[src/rtl/pzcorebus_outstanding_id_limiter.sv]
// pzcorebus_outstanding_id_limiter
//
// Request-side stage placed directly upstream of the ID assigner. It keeps one
// counter per local ID of non-posted commands still waiting for their response.
// A non-posted command whose ID already has MAX_OUTSTANDING commands in flight
// is stalled. Only the command handshake is gated; the other command fields
// bypass this block, so it adds no latency. A counter is decremented on the
// last beat of a response carrying that local (base-stripped) sid.
//
// A drain handshake stops new commands and reports when every ID is idle. It is
// used by reset and power sequencing.
//
// Ports
//   i_clk, i_rst           clock; synchronous active-high reset
//   i_slave_mcmd_valid     upstream command valid
//   o_slave_scmd_accept    upstream command accept (gated)
//   i_slave_non_posted     command expects a response
//   i_slave_mid            upstream command local ID
//   o_master_mcmd_valid    command valid toward the ID assigner (gated)
//   i_master_scmd_accept   command accept from the ID assigner
//   i_resp_valid/accept    response handshake tap (local side)
//   i_resp_sid, i_resp_last  response local ID and last-beat flag
//   i_drain_req            level drain request
//   o_drain_done           drain complete; all IDs idle and new commands held
//   o_idle                 every counter is zero
//   o_underflow            sticky; a response arrived for an ID whose count was zero
module pzcorebus_outstanding_id_limiter #(
  parameter int ID_WIDTH        = 4,
  parameter int MAX_OUTSTANDING = 4,
  parameter int COUNT_WIDTH     = $clog2(MAX_OUTSTANDING + 1)
) (
  input  logic                i_clk,
  input  logic                i_rst,
  input  logic                i_slave_mcmd_valid,
  output logic                o_slave_scmd_accept,
  input  logic                i_slave_non_posted,
  input  logic [ID_WIDTH-1:0] i_slave_mid,
  output logic                o_master_mcmd_valid,
  input  logic                i_master_scmd_accept,
  input  logic                i_resp_valid,
  input  logic                i_resp_accept,
  input  logic [ID_WIDTH-1:0] i_resp_sid,
  input  logic                i_resp_last,
  input  logic                i_drain_req,
  output logic                o_drain_done,
  output logic                o_idle,
  output logic                o_underflow
);

  localparam int NUM_IDS = 2 ** ID_WIDTH;
  localparam logic [COUNT_WIDTH-1:0] CNT_MAX = COUNT_WIDTH'(MAX_OUTSTANDING);

  localparam logic [1:0] ST_RUN   = 2'd0;
  localparam logic [1:0] ST_DRAIN = 2'd1;
  localparam logic [1:0] ST_DONE  = 2'd2;

  logic [COUNT_WIDTH-1:0] cnt [NUM_IDS];
  logic [1:0]             state;
  logic [1:0]             state_next;
  logic                   block;
  logic                   cmd_fire;
  logic                   rsp_fire;
  logic                   idle;

  // Posted commands never consume a slot, so only the drain state can hold them.
  assign block = (state != ST_RUN) |
                 (i_slave_non_posted & (cnt[i_slave_mid] == CNT_MAX));

  assign o_master_mcmd_valid = i_slave_mcmd_valid & ~block;
  assign o_slave_scmd_accept = i_master_scmd_accept & ~block;

  assign cmd_fire = o_master_mcmd_valid & i_master_scmd_accept & i_slave_non_posted;
  assign rsp_fire = i_resp_valid & i_resp_accept & i_resp_last;

  always_comb begin
    // NOTE: a default assignment first in every always_comb. A path that leaves
    // a variable unassigned would infer a latch.
    idle = 1'b1;
    for (int i = 0; i < NUM_IDS; i++) begin
      if (cnt[i] != '0) idle = 1'b0;
    end
  end

  assign o_idle = idle;

  always_ff @(posedge i_clk) begin
    if (i_rst) begin
      // NOTE: the counter array is a bank of flops, not a RAM. Every entry is
      // reset so that o_idle is valid straight after reset.
      for (int i = 0; i < NUM_IDS; i++) cnt[i] <= '0;
      o_underflow <= 1'b0;
    end else begin
      for (int i = 0; i < NUM_IDS; i++) begin
        // A command and a response for the same ID in one cycle cancel out.
        // A decrement at zero is dropped; o_underflow records it instead.
        if (cmd_fire && (i_slave_mid == ID_WIDTH'(i)) &&
            !(rsp_fire && (i_resp_sid == ID_WIDTH'(i)))) begin
          // The block term keeps cnt at or below MAX, so this cannot wrap.
          cnt[i] <= cnt[i] + COUNT_WIDTH'(1);
        end else if (rsp_fire && (i_resp_sid == ID_WIDTH'(i)) &&
                     !(cmd_fire && (i_slave_mid == ID_WIDTH'(i))) &&
                     (cnt[i] != '0)) begin
          cnt[i] <= cnt[i] - COUNT_WIDTH'(1);
        end
      end
      if (rsp_fire && (cnt[i_resp_sid] == '0)) o_underflow <= 1'b1;
    end
  end

  always_comb begin
    state_next = state;
    case (state)
      ST_RUN:   if (i_drain_req) state_next = ST_DRAIN;
      ST_DRAIN: begin
        if (idle)              state_next = ST_DONE;
        else if (!i_drain_req) state_next = ST_RUN;
      end
      ST_DONE:  if (!i_drain_req) state_next = ST_RUN;
      default:  state_next = ST_RUN;
    endcase
  end

  always_ff @(posedge i_clk) begin
    // NOTE: sequential state uses non-blocking assignments. All flops then sample
    // the values from before the edge, whatever the order of the blocks.
    if (i_rst) state <= ST_RUN;
    else       state <= state_next;
  end

  // The command accepted in the cycle that drain is requested still completes,
  // because block only sees the registered state.
  assign o_drain_done = (state == ST_DONE);

endmodule

[config.mk]
export PLATFORM = sky130hd
export DESIGN_NAME = pzcorebus_outstanding_id_limiter
export DESIGN_NICKNAME = d
export VERILOG_FILES = /design/src/rtl/pzcorebus_outstanding_id_limiter.sv
export SDC_FILE = /design/constraint.sdc
export NUM_CORES = 1
export LEC_CHECK = 0
export ABC_AREA = 1
export CAP_MARGIN = 25
export CORE_UTILIZATION = 66
export DETAILED_ROUTE_END_ITERATION = 8
export PLACE_DENSITY_LB_ADDON = 0.2
export SLEW_MARGIN = 20
export SYNTH_ARGS = -nofsm -noshare
export SYNTH_HDL_FRONTEND = slang
export SYNTH_SLANG_ARGS = --single-unit
[constraint.sdc]
create_clock -name i_clk -period 8.5 [get_ports i_clk]
set_input_delay 1.7 -clock i_clk [delete_from_list [all_inputs] [get_ports i_clk]]
set_output_delay 1.7 -clock i_clk [all_outputs]
set_load 0.02 [all_outputs]
==> flow_metrics.env, run 1 <==
export IMPL_status="finished clean"
export IMPL_wire_per_inst_um=16.9
export IMPL_die_area_um2=6460
export IMPL_path_common_cell="nand2_1"
export IMPL_clock_fmax_mhz=163
export IMPL_cts_sinks=51
export IMPL_synth_cell_type_count=38
export IMPL_area_growth_pct=8.21
export IMPL_crit_fanout=20
export IMPL_die_w_um=80.4
export IMPL_initialDrtViolationCount=452
export IMPL_fin_nets=590
export IMPL_r2r_end="cnt[15][2]"
export IMPL_antenna_found_initial=0
export IMPL_cp_end_kind="output port"
export IMPL_cts_resized=0
export IMPL_critPathMaxStageDelay_ps=790
export IMPL_hold_path_class="reg2reg"
export IMPL_p_leak_nw=1.77
export IMPL_async_flop_share_pct=0
export IMPL_synth_seq_cells=51
export IMPL_grt_pass1_wl_um=17500
export IMPL_vias=3809
export IMPL_rr_startpoint="cnt[10][0]"
export IMPL_coreArea_um2=5920
export IMPL_clkLatencyLatePin_ps=310
export IMPL_syn_num_nets=574
export IMPL_maxCapViolCount=0
export IMPL_synth_cell_area_um2=4060
export IMPL_seq_area_frac_synth_pct=37.0
export IMPL_start_util_pct=68.5
export IMPL_hold_buffers=0
export IMPL_cts_setup_buffers=0
export IMPL_io_pins=22
export IMPL_ir_drop_mv=0.0935
export IMPL_clk_pin_slew_ps=100
export IMPL_ant_nets=0
export IMPL_drtPass1Iterations=6
export IMPL_die_y_um=80.4
export IMPL_synth_edff_count=48
export IMPL_clockBufferDepth=2
export IMPL_hold_depth=2
export IMPL_hold_end="o_underflow"
export IMPL_rsz0062_at_grt="false"
export IMPL_dominantRegCellSynth="edfxtp_1"
export IMPL_p_per_area_nw_per_um2=128
export IMPL_io_buffers=21
export IMPL_cp_required_ps=6800
export IMPL_hold_viol=0
export IMPL_num_rows=28
export IMPL_grt_pass1_vias=3626
export IMPL_rrSetupSlack_ps=5570
export IMPL_synth_cells=539
export IMPL_cp_depth=13
export IMPL_skew_ps=4.53
export IMPL_setup_violations=0
export IMPL_cp_num_buf_inv=3
export IMPL_cp_data_arrival_time_ps=4440
export IMPL_grt_overflow=0
export IMPL_r2r_cells=19
export IMPL_drive_gt1_share_pct=4.86
export IMPL_finalCriticalPeriod_ps=6140
export IMPL_cp_slowest_cell="clkdlybuf4s50_1"
export IMPL_avgViaCountPerCell=6.04
export IMPL_fin_crit_sh_pct=72.2
export IMPL_worst_pin_slew_ps=880
export IMPL_grt_max_degree=41
export IMPL_timing_slew_headroom_pct=41.0
export IMPL_final_cells=631
export IMPL_hpwl_um=8290
export IMPL_totalWireLength_um=10700
export IMPL_post_route_util_pct=74.1
export IMPL_syn_area_per_cell_um2=7.52
export IMPL_cts_root_buf="clkbuf_8"
export IMPL_critPathTopFamily="buffers and inverters"
export IMPL_drc_errors=0
export IMPL_tns_ps=0
export IMPL_gp_congestion=1.00
export IMPL_h_tree_depth=2
export IMPL_antenna_cells=0
export IMPL_dp_cells=623
export IMPL_hp_start="o_underflow"
export IMPL_cts_buffers=5
export IMPL_worstSetupPathType="in2out"
export IMPL_drv_slew=0
export IMPL_cts_tree="done"
export IMPL_grt_use_total_pct=36.1
export IMPL_cp_cell_sequence="clkdlybuf4s50_1 -> nor2_2 -> nand2_1 -> nand2_1 -> nor2_1 -> nand2_1 -> nand2_1 -> nand2_1 -> nor2_1 -> nand2_2 -> nand3_1 -> inv_1 -> clkdlybuf4s50_1"
export IMPL_critPathLaunchType="input pin"
export IMPL_yosysWarningCount=0
routing by layer:
layer	part of all wire, %	vias up	track usage [%]	wire length [µm]
met4	2.9	0	13.2	311
li1	-	1799	-	-
met3	8.9	29	5.91	952
met1	42	1742	48.9	4460
met5	0	-	0	0
met2	46	239	57.9	4970
per-stage QoR:
| stage | instance area [µm²] | hold WS, ps | power [mW] | setup slack [ps] |
|---|---|---|---|---|
| floorplan | 4060 | 441 | 0.378 | 4040 |
| global placement | 4290 | 439 | 0.407 | 2510 |
| detailed placement | 4290 | 453 | 0.412 | 2420 |
| CTS | 4390 | 475 | 0.560 | 2410 |
| global route | 4390 | 503 | 0.584 | 2120 |
| finish | 4390 | 470 | 0.561 | 2360 |
power by group:
part           total [mW]  internal (mW)  switching (mW)
Combinational       0.108         0.0377          0.0701
Clock               0.152         0.0612          0.0907
Sequential          0.302          0.289          0.0127
cell families (layout without fill, tap and decap cells):
kind of cell             Yosys count  after routing  synth area share [%]
AND/OR/NAND/NOR                  288            288                  31.7
buffers and inverters             97            114                  9.66
AO/OA/AOI/OAI                     65             65                  8.92
flip-flops                        51             51                  37.0
adder cells (fa/ha/maj)           18             18                  8.33
XOR/XNOR                          17             17                  3.67
multiplexers                       3              3                 0.741
layout make-up:
class	instances	area, µm²
Timing Repair Buffer	22	218
Clock inverter	3	28.8
Clock buffer	5	68.8
Inverter	84	315
Tap cell	75	93.8
Fill cell	460	1530
Multi-Input combinational cell	391	2160
Sequential cell	51	1500
worst register-to-register path: cells and delay by family, from the launching register on:
| kind | cells | cell delay (ps) |
|---|---|---|
| flip-flops | 1 | 410 |
| AND/OR/NAND/NOR | 15 | 1510 |
| buffers and inverters | 2 | 200 |
| adder cells (fa/ha/maj) | 1 | 380 |
| XOR/XNOR | 1 | 200 |
synthesized netlist by cell type, types with 2 or more instances:
library cell | count | area [µm²]
ha_1 | 3 | 37.5
clkbuf_1 | 6 | 22.5
a21oi_1 | 31 | 155
nor4_1 | 7 | 43.8
edfxtp_1 | 48 | 1440
buf_6 | 2 | 22.5
xor2_1 | 10 | 87.6
o22ai_1 | 7 | 43.8
nand3b_1 | 6 | 45.0
nand4_1 | 11 | 68.8
o21ai_2 | 3 | 26.3
fa_1 | 15 | 300
inv_1 | 80 | 300
buf_4 | 3 | 22.5
o211ai_1 | 2 | 15.0
nor2_2 | 7 | 43.8
dfxtp_1 | 3 | 60.1
nand2_1 | 112 | 420
o21ai_0 | 12 | 60.1
nor3_1 | 21 | 105
inv_2 | 3 | 11.3
mux2i_1 | 3 | 30.0
nand2_2 | 2 | 12.5
o21ai_1 | 7 | 35.0
nor2_1 | 74 | 278
nand3_1 | 43 | 215
xnor2_1 | 7 | 61.3
placed cells by master (no fill, tap or decap), types with 2 or more instances in the layout:
master	count
nand2_2	2
o21ai_2	3
clkdlybuf4s50_1	21
edfxtp_1	48
o21ai_1	7
nor2_2	7
nand3b_1	6
nor4_1	7
clkinv_4	2
nand3_1	43
xnor2_1	7
nor3_1	21
o211ai_1	2
a21oi_1	31
nor2_1	74
dfxtp_1	3
nand2_1	112
mux2i_1	3
inv_1	80
o21ai_0	12
nand4_1	11
fa_1	15
ha_1	3
o22ai_1	7
clkbuf_8	5
xor2_1	10
inv_2	3
how the worst max path moves through the flow:
stage | startpoint | to | slack (ps)
finish | i_slave_mid[0] | o_slave_scmd_accept | 2360
global route | i_slave_mid[0] | o_slave_scmd_accept | 2120
floorplan | i_slave_mid[1] | o_master_mcmd_valid | 4040
global placement | i_slave_mid[0] | o_slave_scmd_accept | 2510
CTS | i_slave_mid[0] | o_slave_scmd_accept | 2410
detailed placement | i_slave_mid[0] | o_slave_scmd_accept | 2420
sequential cells by signal, summed over array words and instances (netlist names):
name / cells
cnt: 48
o_underflow: 1
state: 2
No activity file was read; power rests on OpenSTA's default activity.
==> inputs of run 2 (changes only) <==
Settings changed: CORE_UTILIZATION 66 to 61.
Clock period 8.5 ns to 6.3 ns, I/O delays scaled along.
==> flow_metrics.env, run 2 (synthesis results as in run 1) <==
export IMPL_rsz0062_at_grt="false"
export IMPL_final_cell_mix="nand2_1 (112), inv_1 (80), nor2_1 (74)"
export IMPL_cts_setup_buffers=0
export IMPL_hpwl_um=7770
export IMPL_antenna_cells=0
export IMPL_pwr_share_comb_pct=19.3
export IMPL_coreArea_um2=6390
export IMPL_clock_fmax_mhz=189
export IMPL_totalWireLength_um=10100
export IMPL_maxCapViolCount=0
export IMPL_power_frac_clock_pct=26.5
export IMPL_io_pins=22
export IMPL_ir_drop_mv=0.111
export IMPL_start_util_pct=63.5
export IMPL_skew_ps=9.19
export IMPL_drive_gt1_share_pct=4.85
export IMPL_cts_tree="done"
export IMPL_hold_viol=0
export IMPL_hold_buffers=0
export IMPL_setup_violations=0
export IMPL_drtPass1Iterations=6
export IMPL_p_sw_mw=0.218
export IMPL_whs_ps=461
export IMPL_reg_top3="cnt: 48 flops, state: 2 flops, o_underflow: 1 flops"
export IMPL_cts_root_buf="clkbuf_8"
export IMPL_finalCriticalPeriod_ps=5300
export IMPL_p_per_area_nw_per_um2=170
export IMPL_tns_ps=0
export IMPL_cp_end_kind="output port"
export IMPL_cp_data_arrival_time_ps=4040
export IMPL_cts_sinks=51
export IMPL_drv_slew=0
export IMPL_cts_buffers=5
export IMPL_fin_crit_sh_pct=84.2
export IMPL_io_buffers=21
export IMPL_cts_resized=0
export IMPL_antenna_found_initial=0
export IMPL_grt_overflow=0
export IMPL_wire_per_inst_um=15.9
export IMPL_drc_errors=0
export IMPL_gp_congestion=0.986
export IMPL_sw_frac_of_total_pct=29.2
export IMPL_initialDrtViolationCount=514
export IMPL_fillers=539
export IMPL_critPathLaunchType="input pin"
export IMPL_clockBufferDepth=2
export IMPL_grt_pass1_wl_um=16600
export IMPL_power_mw=0.748
export IMPL_clk_pin_slew_ps=90
export IMPL_worstSetupPathType="in2out"
export IMPL_crit_fanout=20
export IMPL_ant_nets=0
export IMPL_num_rows=29
export IMPL_grt_pass1_vias=3543
export IMPL_p_seq_share_pct=54.2
export IMPL_die_y_um=83.5
export IMPL_grt_use_total_pct=30.1
export IMPL_final_common_cell="nand2_1"
export IMPL_clkLatencyLatePin_ps=310
export IMPL_avgViaCountPerCell=5.91
export IMPL_h_tree_depth=2
export IMPL_status="finished clean"
export IMPL_timing_slew_headroom_pct=42.0
export IMPL_p_leak_nw=1.77
export IMPL_cp_required_ps=5040
export IMPL_internal_power_mw=0.530
export IMPL_top_register="cnt"
export IMPL_die_w_um=83.5
export IMPL_die_area_um2=6980
export IMPL_fin_nets=591
export IMPL_vias=3746
export IMPL_worst_pin_slew_ps=864
export IMPL_largest_reg_flops=48
export IMPL_grt_max_degree=41
export IMPL_hold_path_class="reg2reg"
export IMPL_area_growth_pct=8.30
run 2: layout make-up:
| class | count | area [µm²] | area share (%) |
|---|---|---|---|
| clock buffers | 7 | 86.3 | 1.97 |
| clock inverters | 1 | 5.00 | 0.114 |
| inverters | 84 | 315 | 7.18 |
| multi-input cells | 391 | 2160 | 49.2 |
| flip-flops and latches | 51 | 1500 | 34.2 |
| well taps | 77 | 96.3 | 2.19 |
| repair buffers | 23 | 225 | 5.13 |
run 2: path summary, 6_finish.rpt:
path | from | end | slack (ps) | cells past startpoint
worst min-delay path | o_underflow | o_underflow | 460 | 2
worst max-delay path | i_slave_mid[0] | o_master_mcmd_valid | 1000 | 12
worst min register to register | o_underflow | o_underflow | 460 | 2
worst max register to register | cnt[10][0] | cnt[14][2] | 3280 | 19
run 2: power by group through the flow:
stage / Clock [mW] / Combinational [mW] / Sequential, mW
6_report: 0.199 / 0.144 / 0.405
5_1_grt: 0.209 / 0.160 / 0.408
4_1_cts: 0.200 / 0.142 / 0.405
3_5_place_dp: 0 / 0.141 / 0.413
3_3_place_gp: 0 / 0.137 / 0.412
2_1_floorplan: 0 / 0.102 / 0.408
run 2: per-layer routing:
metal  up-vias  track usage (%)  share of wire (%)
met5         -                0                  0
met4         0             14.5                4.1
met3        38             4.95                7.5
met2       195             47.5                 45
met1      1706             40.7                 43
li1       1807                -                  -
run 2: worst max-delay path, cell delays in order:
cell,delay (ps)
clkdlybuf4s50_1,970
inv_2,250
nand3b_1,230
nand2_1,80
nor2_1,140
nand2_1,60
nand2_1,60
nand2_1,50
nor2_1,140
nand2_2,100
and3_1,160
clkdlybuf4s50_1,540
run 2: stage by stage:
stage / setup WS [ps] / area [µm²] / std cells / utilization [%]
finish: 997 / 4390 / 634 / 68.8
detailed placement: 1060 / 4300 / 626 / 67.3
global route: 874 / 4390 / 634 / 68.8
floorplan: 2710 / 4060 / 539 / -
CTS: 1070 / 4390 / 634 / 68.8
global placement: 1100 / 4300 / 626 / 67.3
==> inputs of run 3 (changes only) <==
Settings changed: CORE_UTILIZATION 61 to 55.
Clock period 6.3 ns to 4.3 ns, I/O delays scaled along.
==> flow_metrics.env, run 3 (synthesis results as in run 1) <==
export IMPL_place_area_um2=4410
export IMPL_io_buffers=21
export IMPL_coreArea_um2=6940
export IMPL_cp_end_kind="output port"
export IMPL_cts_sinks=51
export IMPL_grt_pass1_wl_um=17700
export IMPL_pwr_share_comb_pct=20.4
export IMPL_hold_path_class="reg2reg"
export IMPL_die_w_um=87.9
export IMPL_busiest_layer="met2"
export IMPL_grt_overflow=0
export IMPL_internal_power_mw=0.764
export IMPL_worstSetupPathType="in2out"
export IMPL_clockBufferDepth=2
export IMPL_maxCapViolCount=0
export IMPL_p_per_area_nw_per_um2=242
export IMPL_power_frac_clock_pct=25.2
export IMPL_final_cells=664
export IMPL_drv_slew=0
export IMPL_avgViaCountPerCell=5.78
export IMPL_p_seq_share_pct=54.5
export IMPL_timing_slew_headroom_pct=57.9
export IMPL_cts_resized=0
export IMPL_initialDrtViolationCount=355
export IMPL_post_route_util_pct=64.8
export IMPL_p_leak_nw=1.83
export IMPL_skew_ps=4.00
export IMPL_final_cell_mix="nand2_1 (112), inv_1 (80), nor2_1 (74)"
export IMPL_critPathLaunchType="input pin"
export IMPL_die_y_um=87.9
export IMPL_grt_use_met1_pct=39.6
export IMPL_fillers=616
export IMPL_ir_drop_mv=0.157
export IMPL_start_util_pct=58.4
export IMPL_stdcell_area_um2=4500
export IMPL_antenna_found_initial=0
export IMPL_antenna_cells=0
export IMPL_die_area_um2=7720
export IMPL_area_growth_pct=10.9
export IMPL_io_pins=22
export IMPL_grt_use_total_pct=29.8
export IMPL_rrSetupSlack_ps=1360
export IMPL_dp_cells=656
export IMPL_ant_nets=0
export IMPL_finalCriticalPeriod_ps=4110
export IMPL_clkLatencyLatePin_ps=310
export IMPL_cts_root_buf="clkbuf_8"
export IMPL_grt_pass1_vias=3733
export IMPL_top_register="cnt"
export IMPL_use_met3_pct=4.43
export IMPL_cts_buffers=5
export IMPL_rsz0062_at_grt="false"
export IMPL_crit_fanout=10
export IMPL_cp_data_arrival_time_ps=3250
export IMPL_status="finished clean"
export IMPL_whs_ps=480
export IMPL_clk_pin_slew_ps=90
export IMPL_cts_tree="done"
export IMPL_clock_fmax_mhz=243
export IMPL_num_rows=30
export IMPL_rr_startpoint="cnt[9][0]"
export IMPL_vias=3838
export IMPL_largest_reg_flops=48
export IMPL_gp_congestion=0.964
export IMPL_hpwl_um=8410
export IMPL_critPathLaunch="i_slave_mid[1]"
export IMPL_drc_errors=0
export IMPL_reg_top3="cnt: 48 flops, state: 2 flops, o_underflow: 1 flops"
export IMPL_use_met2_pct=48.7
export IMPL_worst_pin_slew_ps=626
export IMPL_drive_gt1_share_pct=6.87
export IMPL_hold_viol=0
export IMPL_setup_violations=0
export IMPL_wire_per_inst_um=15.9
export IMPL_grt_max_degree=24
export IMPL_cts_setup_buffers=0
export IMPL_fin_crit_sh_pct=95.6
export IMPL_fin_nets=602
export IMPL_final_common_cell="nand2_1"
export IMPL_hold_buffers=0
export IMPL_p_sw_mw=0.326
export IMPL_hp_start="o_underflow"
export IMPL_h_tree_depth=2
export IMPL_tns_ps=0
export IMPL_cp_required_ps=3440
export IMPL_drtPass1Iterations=5
export IMPL_totalWireLength_um=10500
export IMPL_sw_frac_of_total_pct=29.9
run 3: cell types whose count changed in the layout (fill, tap and decap cells not counted):
cell	delta
dlymetal6s2s_1	+1
buf_4	+11
nor2_2	-1
clkbuf_1	-1
clkdlybuf4s50_1	-1
nor2_4	+1
clkinv_2	+2
clkbuf_8	-1
run 3: path summary, 6_finish.rpt:
kind                                             to  depth (start not counted)
worst max-delay path            o_slave_scmd_accept                         14
worst min-delay path                    o_underflow                          2
worst max register to register           cnt[14][2]                         19
worst min register to register          o_underflow                          2
run 3: routing by layer:
metal / up-vias / wire, µm
li1: 1821 / -
met1: 1811 / 4530
met2: 169 / 4990
met3: 37 / 701
met4: 0 / 319
met5: - / 0
run 3: power by group through the flow:
stage          Combinational [mW]  Sequential [mW]  Clock [mW]
3_5_place_dp                0.217            0.605           0
4_1_cts                     0.218            0.594       0.279
2_1_floorplan               0.149            0.597           0
6_report                    0.222            0.594       0.274
5_1_grt                     0.248            0.597       0.295
3_3_place_gp                0.212            0.604           0
run 3: layout make-up:
class | count | area [µm²] | share of cell area [%]
clock inverter | 3 | 15.0 | 0.334
timing repair buffer | 34 | 310 | 6.90
inverter | 84 | 315 | 7.01
sequential | 51 | 1500 | 33.4
multi-input combinational | 391 | 2170 | 48.2
clock buffer | 5 | 68.8 | 1.53
tap | 96 | 120 | 2.67
run 3: metrics by stage:
step	setup WS (ps)	power, mW
floorplan	1110	0.746
global placement	87.8	0.816
detailed placement	80.3	0.822
CTS	109	1.09
global route	54.6	1.14
finish	188	1.09
run 3: critical path, cell delays in order:
cell and delay, ps:
clkdlybuf4s50_1 650, inv_2 180, nor2_2 280, nand2_1 90, nand2_1 70, nor2_1 40, nand2_1 70, nand2_1 50
nand2_1 50, nor2_1 50, nand2_2 90, nand3_1 100, inv_1 70, clkdlybuf4s50_1 600
